==> src/rtl/decode_issue_ctrl_if.sv <==
// Fetch/issue/writeback bundle between the fetch stage, decode_issue_ctrl and execute.
// The master side drives fetch words, execute ready, flush and writeback; the slave side is decode.
interface decode_issue_ctrl_if;
    logic        if_valid;
    logic [15:0] instruction;
    logic        if_ready;
    logic        id_valid;
    logic        ex_ready;
    logic        flush;
    logic [2:0]  id_reg1;
    logic [2:0]  id_reg2;
    logic [7:0]  id_imm;
    logic [2:0]  id_dest;
    logic        id_fmt;
    logic        wb_valid;
    logic [2:0]  wb_reg;
    logic [7:0]  stall_cycles;
    logic [7:0]  pending;

    modport master (
        output if_valid, instruction, ex_ready, flush, wb_valid, wb_reg,
        input  if_ready, id_valid, id_reg1, id_reg2, id_imm, id_dest, id_fmt,
               stall_cycles, pending
    );

    modport slave (
        input  if_valid, instruction, ex_ready, flush, wb_valid, wb_reg,
        output if_ready, id_valid, id_reg1, id_reg2, id_imm, id_dest, id_fmt,
               stall_cycles, pending
    );
endinterface

==> src/rtl/decode_issue_ctrl.sv <==
// Decode/issue stage: decodes 16-bit words, blocks RAW/WAW hazards on a pending scoreboard.
// Optional macro DECODE_WB_BYPASS_EN lets a same-cycle writeback release a hazard.
module decode_issue_ctrl (
    input  logic                 clk,
    input  logic                 rst_n,
    decode_issue_ctrl_if.slave   bus
);
    localparam int unsigned REG_W  = 3;
    localparam int unsigned IMM_W  = 8;
    localparam int unsigned NREGS  = 8;
    localparam int unsigned CNT_W  = 8;

    typedef enum logic {ST_RUN = 1'b0, ST_STALL = 1'b1} state_t;

    state_t             r_state;
    state_t             w_state_nxt;
    logic               r_valid;
    logic [REG_W-1:0]   r_reg1;
    logic [REG_W-1:0]   r_reg2;
    logic [REG_W-1:0]   r_dest;
    logic [IMM_W-1:0]   r_imm;
    logic               r_fmt;
    logic [NREGS-1:0]   r_pending;
    logic [CNT_W-1:0]   r_stall_cnt;

    logic               w_fmt;
    logic [REG_W-1:0]   w_reg1;
    logic [REG_W-1:0]   w_reg2;
    logic [REG_W-1:0]   w_dest;
    logic [IMM_W-1:0]   w_imm;
    logic [NREGS-1:0]   w_srcs;
    logic               w_xfer;
    logic [NREGS-1:0]   w_set_mask;
    logic [NREGS-1:0]   w_clr_mask;
    logic [NREGS-1:0]   w_busy;
    logic [NREGS-1:0]   w_pending_nxt;
    logic               w_hazard;
    logic               w_slot_free;
    logic               w_capture;
    logic               w_blocked;
    logic               w_stall_inc;
    logic               w_unused_bits;

    // Field extraction for the R and I formats
    always_comb begin
        w_fmt  = bus.instruction[15];
        w_reg1 = bus.instruction[5:3];
        w_reg2 = bus.instruction[2:0];
        w_imm  = {5'b0, bus.instruction[2:0]};
        w_dest = bus.instruction[8:6];
        w_srcs = (NREGS'(1) << w_reg1) | (NREGS'(1) << w_reg2);
        if (w_fmt) begin
            w_reg1 = bus.instruction[10:8];
            w_reg2 = '0;
            w_imm  = bus.instruction[7:0];
            w_dest = bus.instruction[10:8];
            w_srcs = '0;
        end
    end

    assign w_unused_bits = ^bus.instruction[14:11];

    // The outgoing bundle's dest counts as pending for the word decoded alongside it
    assign w_xfer        = r_valid & bus.ex_ready & ~bus.flush;
    assign w_set_mask    = w_xfer ? (NREGS'(1) << r_dest) : '0;
    assign w_clr_mask    = bus.wb_valid ? (NREGS'(1) << bus.wb_reg) : '0;
    assign w_pending_nxt = (r_pending & ~w_clr_mask) | w_set_mask;
`ifdef DECODE_WB_BYPASS_EN
    assign w_busy        = w_pending_nxt;
`else
    assign w_busy        = r_pending | w_set_mask;
`endif
    assign w_hazard      = |(w_busy & (w_srcs | (NREGS'(1) << w_dest)));
    assign w_slot_free   = ~r_valid | bus.ex_ready;
    assign w_capture     = bus.if_valid & ~bus.flush & ~w_hazard & w_slot_free;
    assign w_blocked     = bus.if_valid & ~bus.flush & w_hazard;

    // Next-state: STALL holds only while a presented word stays blocked
    always_comb begin
        w_state_nxt = r_state;
        w_stall_inc = 1'b0;
        case (r_state)
            ST_RUN: begin
                if (w_blocked) w_state_nxt = ST_STALL;
            end
            ST_STALL: begin
                if (w_blocked) w_stall_inc = 1'b1;
                else           w_state_nxt = ST_RUN;
            end
            default: w_state_nxt = ST_RUN;
        endcase
    end

    always_ff @(posedge clk or negedge rst_n) begin
        if (!rst_n) begin
            r_state     <= ST_RUN;
            r_valid     <= 1'b0;
            r_reg1      <= '0;
            r_reg2      <= '0;
            r_dest      <= '0;
            r_imm       <= '0;
            r_fmt       <= 1'b0;
            r_pending   <= '0;
            r_stall_cnt <= '0;
        end else begin
            r_state   <= w_state_nxt;
            r_pending <= w_pending_nxt;
            if (bus.flush)     r_valid <= 1'b0;
            else if (w_capture) r_valid <= 1'b1;
            else if (w_xfer)   r_valid <= 1'b0;
            if (w_capture) begin
                r_reg1 <= w_reg1;
                r_reg2 <= w_reg2;
                r_dest <= w_dest;
                r_imm  <= w_imm;
                r_fmt  <= w_fmt;
            end
            if (w_stall_inc && (r_stall_cnt != {CNT_W{1'b1}}))
                r_stall_cnt <= r_stall_cnt + CNT_W'(1);
        end
    end

    assign bus.if_ready     = w_capture;
    assign bus.id_valid     = r_valid;
    assign bus.id_reg1      = r_reg1;
    assign bus.id_reg2      = r_reg2;
    assign bus.id_dest      = r_dest;
    assign bus.id_imm       = r_imm;
    assign bus.id_fmt       = r_fmt;
    assign bus.pending      = r_pending;
    assign bus.stall_cycles = r_stall_cnt;
endmodule

==> src/flat_wrapper.sv <==
// flat-port wrapper written by rule: the top's interface ports become plain ports
module decode_issue_ctrl_flat 
  (clk, rst_n, bus_if_valid, bus_instruction, bus_ex_ready, bus_flush, bus_wb_valid, bus_wb_reg, bus_if_ready, bus_id_valid, bus_id_reg1, bus_id_reg2, bus_id_imm, bus_id_dest, bus_id_fmt, bus_stall_cycles, bus_pending);
  decode_issue_ctrl_if bus_i ();
  input  logic clk;
  input  logic rst_n;
  input wire logic [$bits(bus_i.if_valid)-1:0] bus_if_valid;
  input wire logic [$bits(bus_i.instruction)-1:0] bus_instruction;
  input wire logic [$bits(bus_i.ex_ready)-1:0] bus_ex_ready;
  input wire logic [$bits(bus_i.flush)-1:0] bus_flush;
  input wire logic [$bits(bus_i.wb_valid)-1:0] bus_wb_valid;
  input wire logic [$bits(bus_i.wb_reg)-1:0] bus_wb_reg;
  output wire logic [$bits(bus_i.if_ready)-1:0] bus_if_ready;
  output wire logic [$bits(bus_i.id_valid)-1:0] bus_id_valid;
  output wire logic [$bits(bus_i.id_reg1)-1:0] bus_id_reg1;
  output wire logic [$bits(bus_i.id_reg2)-1:0] bus_id_reg2;
  output wire logic [$bits(bus_i.id_imm)-1:0] bus_id_imm;
  output wire logic [$bits(bus_i.id_dest)-1:0] bus_id_dest;
  output wire logic [$bits(bus_i.id_fmt)-1:0] bus_id_fmt;
  output wire logic [$bits(bus_i.stall_cycles)-1:0] bus_stall_cycles;
  output wire logic [$bits(bus_i.pending)-1:0] bus_pending;
  assign bus_i.if_valid = bus_if_valid;
  assign bus_i.instruction = bus_instruction;
  assign bus_i.ex_ready = bus_ex_ready;
  assign bus_i.flush = bus_flush;
  assign bus_i.wb_valid = bus_wb_valid;
  assign bus_i.wb_reg = bus_wb_reg;
  assign bus_if_ready = bus_i.if_ready;
  assign bus_id_valid = bus_i.id_valid;
  assign bus_id_reg1 = bus_i.id_reg1;
  assign bus_id_reg2 = bus_i.id_reg2;
  assign bus_id_imm = bus_i.id_imm;
  assign bus_id_dest = bus_i.id_dest;
  assign bus_id_fmt = bus_i.id_fmt;
  assign bus_stall_cycles = bus_i.stall_cycles;
  assign bus_pending = bus_i.pending;
  decode_issue_ctrl u_core (.clk(clk), .rst_n(rst_n), .bus(bus_i));
endmodule
==> config.mk <==
export PLATFORM = sky130hd
export DESIGN_NAME = decode_issue_ctrl_flat
export DESIGN_NICKNAME = d
export VERILOG_FILES = /design/src/rtl/decode_issue_ctrl_if.sv /design/src/rtl/decode_issue_ctrl.sv /design/src/flat_wrapper.sv
export SDC_FILE = /design/constraint.sdc
export NUM_CORES = 1
export LEC_CHECK = 0
export CORE_MARGIN = 8
export CORE_UTILIZATION = 42
export DETAILED_ROUTE_END_ITERATION = 6
export PLACE_DENSITY = 0.76
export SKIP_CTS_REPAIR_TIMING = 1
export SYNTH_ARGS = -nofsm -noshare
export SYNTH_HDL_FRONTEND = slang
export SYNTH_SLANG_ARGS = --single-unit
==> constraint.sdc <==
create_clock -name clk -period 1.7 [get_ports clk]
set_input_delay 0.17 -clock clk [delete_from_list [all_inputs] [get_ports clk]]
set_output_delay 0.17 -clock clk [all_outputs]
set_load 0.01 [all_outputs]
==> out/results.txt <==
Outcome -> finished, violations left
Failing checks -> negative setup slack
Leading cell type in the layout, fill and taps excluded -> buf_4
Total number of vias -> 2,084
Relative slew slack -> 0.697
TNS Setup -> -11.23 ns
HPWL Detailed -> 5010 um
Syn_area_per_cell -> 9.94 um2
Ys Warns -> 0
IO Pins -> 61
Core area -> 4630 um2
Max VDD drop -> 0.000806 V
Synth Net Count -> 226
Final Wtd Congestion -> 0.920
Overall Power -> 4.01 mW
Routed wire per std cell -> 16.9 um
H-tree depth -> 2
Leakage -> 1.63 nW
DRT Wirelength -> 6520 um
Tmin final -> 2.20 ns
Critical path's slowest cell -> clkdlybuf4s50_1
FF+latch count, synth -> 36
Max-Cap Viols -> 0
Startpoint types -> primary input
Global-route wire length before repair -> 10,500 um
Critical-path cell list -> clkdlybuf4s50_1 -> buf_4 -> nand2_1 -> nor3_1 -> o32a_1 -> nor4_4 -> buf_4 -> a21oi_2 -> buf_6 -> mux2_2
CTS max path bufs -> 2
HP Class -> in -> reg
Height of the chip -> 84.8 um
Final clock skew -> 0.00657 ns
Clock Sinks -> 36
Critical Path Fanout Max -> 8
Register Area -> 903 um2
Initial antenna violation count -> 0
Cells after Synth -> 200
Final period util -> 1.29
Global router's overall resource usage -> 0.183
Final nets -> 356
Setup crit end kind -> flip-flop
Layout cell share with drive strength beyond 1 -> 0.341
Distinct cells, synth -> 37
Total gr overflow -> 0
Final worst setup slack -> -0.497 ns
Drt first pass iters -> 4
Clock root buffer -> clkbuf_8
CTS clock-pin slew for the worst setup and hold paths -> 0.08 ns
Worst-Skew Late Latency -> 0.29 ns
Remaining DRCs -> 0
RSZ-0062 raised after global routing -> true
Register area share after synthesis -> 0.453
Data arrival time of the critical path -> 2.38 ns
Vias/cell -> 5.41
Fin. Hold Viols -> 0
Worst Path Required -> 1.88 ns
Slew @ Worst Pin -> 0.455 ns
# setup viols final -> 29
Inserted Diodes -> 0
Most frequent cells in the layout -> buf_4, clkdlybuf4s50_1, dfrtp_1
Area taken by multi-input logic gates -> 1070 um2
DRT antenna net count -> 0
Final-report max-slew violation count -> 0
Port bufs -> 56
CTS tree -> built
DIE WIDTH -> 84.8 um
CTS buffer count -> 5
Maximum clock rate -> 0.455 GHz
Cell area after synthesis -> 1990 um2
Die area -> 7190 um2
Pin count of the biggest net entering global routing -> 37
Pwr dens -> 1200 nW/um2
Final-layout fill cell count -> 363
Num rows -> 25
DRT iter0 DRCs -> 94
Crit path largest cell delay -> 0.62 ns
Area Growth Syn to Fin -> 68.9%
Critical path class -> in -> reg
Most frequent CP cell -> buf_4
Starting Density -> 0.429
Vias in the first global route -> 2,113
cell families after synthesis:
| logic type | after synthesis | synth area share |
|---|---|---|
| AO/OA/AOI/OAI | 51 | 0.174 |
| adder cells (fa/ha/maj) | 1 | 0.00629 |
| flip-flops | 36 | 0.453 |
| buffers and inverters | 14 | 0.0378 |
| XOR/XNOR | 7 | 0.0308 |
| AND/OR/NAND/NOR | 83 | 0.246 |
| multiplexers | 8 | 0.0522 |
worst paths after layout:
check                      slack (ns)  cells past startpoint                         startpoint                                     end
min                              0.23                      2                 bus_instruction[1]        u_core.bus.id_imm[1]$_DFFE_PN0P_
max                             -0.50                     10                 bus_instruction[3]  u_core.bus.stall_cycles[1]$_DFFE_PN0P_
min in group asynchronous        0.29                      2                              rst_n        u_core.bus.id_imm[7]$_DFFE_PN0P_
max in group asynchronous        1.05                      2                              rst_n       u_core.bus.id_dest[0]$_DFFE_PN0P_
max reg2reg                     -0.45                      8  u_core.bus.id_dest[2]$_DFFE_PN0P_       u_core.bus.id_dest[0]$_DFFE_PN0P_
min reg2reg                      0.48                      2   u_core.bus.id_imm[7]$_DFFE_PN0P_        u_core.bus.id_imm[7]$_DFFE_PN0P_
synthesized netlist by cell type (all sizes together):
cell type / instances / area share
dfrtp: 36 / 0.45
nand2: 26 / 0.049
o21ai: 21 / 0.053
nand2b: 14 / 0.044
nor3: 8 / 0.020
nor4: 8 / 0.040
inv: 7 / 0.013
mux2: 7 / 0.047
nor2: 7 / 0.013
o32a: 7 / 0.036
xnor2: 6 / 0.026
a21oi: 5 / 0.014
nand4: 5 / 0.016
o31ai: 5 / 0.019
a21o: 4 / 0.015
clkbuf: 4 / 0.0075
o32ai: 4 / 0.018
and3: 3 / 0.0094
buf: 3 / 0.017
o22ai: 3 / 0.0094
or2: 3 / 0.0094
or2b: 3 / 0.013
a311o: 1 / 0.0050
ha: 1 / 0.0063
mux2i: 1 / 0.0050
nand3: 1 / 0.0088
nand4b: 1 / 0.0044
nand4bb: 1 / 0.0057
nor3b: 1 / 0.0038
o22a: 1 / 0.0044
or4: 1 / 0.0038
or4b: 1 / 0.0050
xor2: 1 / 0.0044
cell type report:
class | instances | share of cell area
Sequential cell | 36 | 0.269
Tap cell | 54 | 0.0201
Inverter | 7 | 0.00782
Clock inverter | 3 | 0.0127
Timing Repair Buffer | 130 | 0.351
Multi-Input combinational cell | 150 | 0.319
Clock buffer | 5 | 0.0205
power breakdown:
group	internal (mW)	total [mW]	leakage, nW	switching [mW]
clock network	0.434	0.751	0.0541	0.318
logic	1.15	1.91	1.10	0.760
registers	1.14	1.36	0.470	0.213
flip-flops by register name, summed over array words and instances, names as in the netlist:
| name | cells |
|---|---|
| u_core.bus.id_valid | 1 |
| u_core.bus.id_dest | 3 |
| u_core.r_state | 1 |
| u_core.bus.id_reg2 | 3 |
| u_core.bus.id_fmt | 1 |
| u_core.bus.stall_cycles | 8 |
| u_core.bus.id_reg1 | 3 |
| u_core.bus.pending | 8 |
| u_core.bus.id_imm | 8 |
metal layers:
| layer | vias to the layer above | wire length, um | GRT usage |
|---|---|---|---|
| met5 | - | 0 | 0.0150 |
| met4 | 0 | 176 | 0.0793 |
| met3 | 13 | 279 | 0.0429 |
| met2 | 70 | 3220 | 0.301 |
| met1 | 998 | 2850 | 0.221 |
| li1 | 1003 | - | - |
worst max-delay path: cells and delay by family:
family                 cells  cell delay, ns
buffers and inverters      4            1.08
and+or+nand+nor            3            0.41
AOI/OAI and AO/OA          2            0.38
muxes                      1            0.32
metrics by stage:
step                std cells  utilization  hold slack, ns  cell area (um2)  setup WS [ns]
floorplan                 200            -          -0.126             1990         -0.275
global placement          371        0.665           0.461             3080         -0.998
detailed placement        371        0.665           0.469             3080          -1.01
global route              385        0.725           0.244             3360         -0.582
CTS                       379        0.689           0.323             3190          -1.01
finish                    385        0.725           0.230             3360         -0.497
Note: power is estimated with default switching activity, not from simulation.
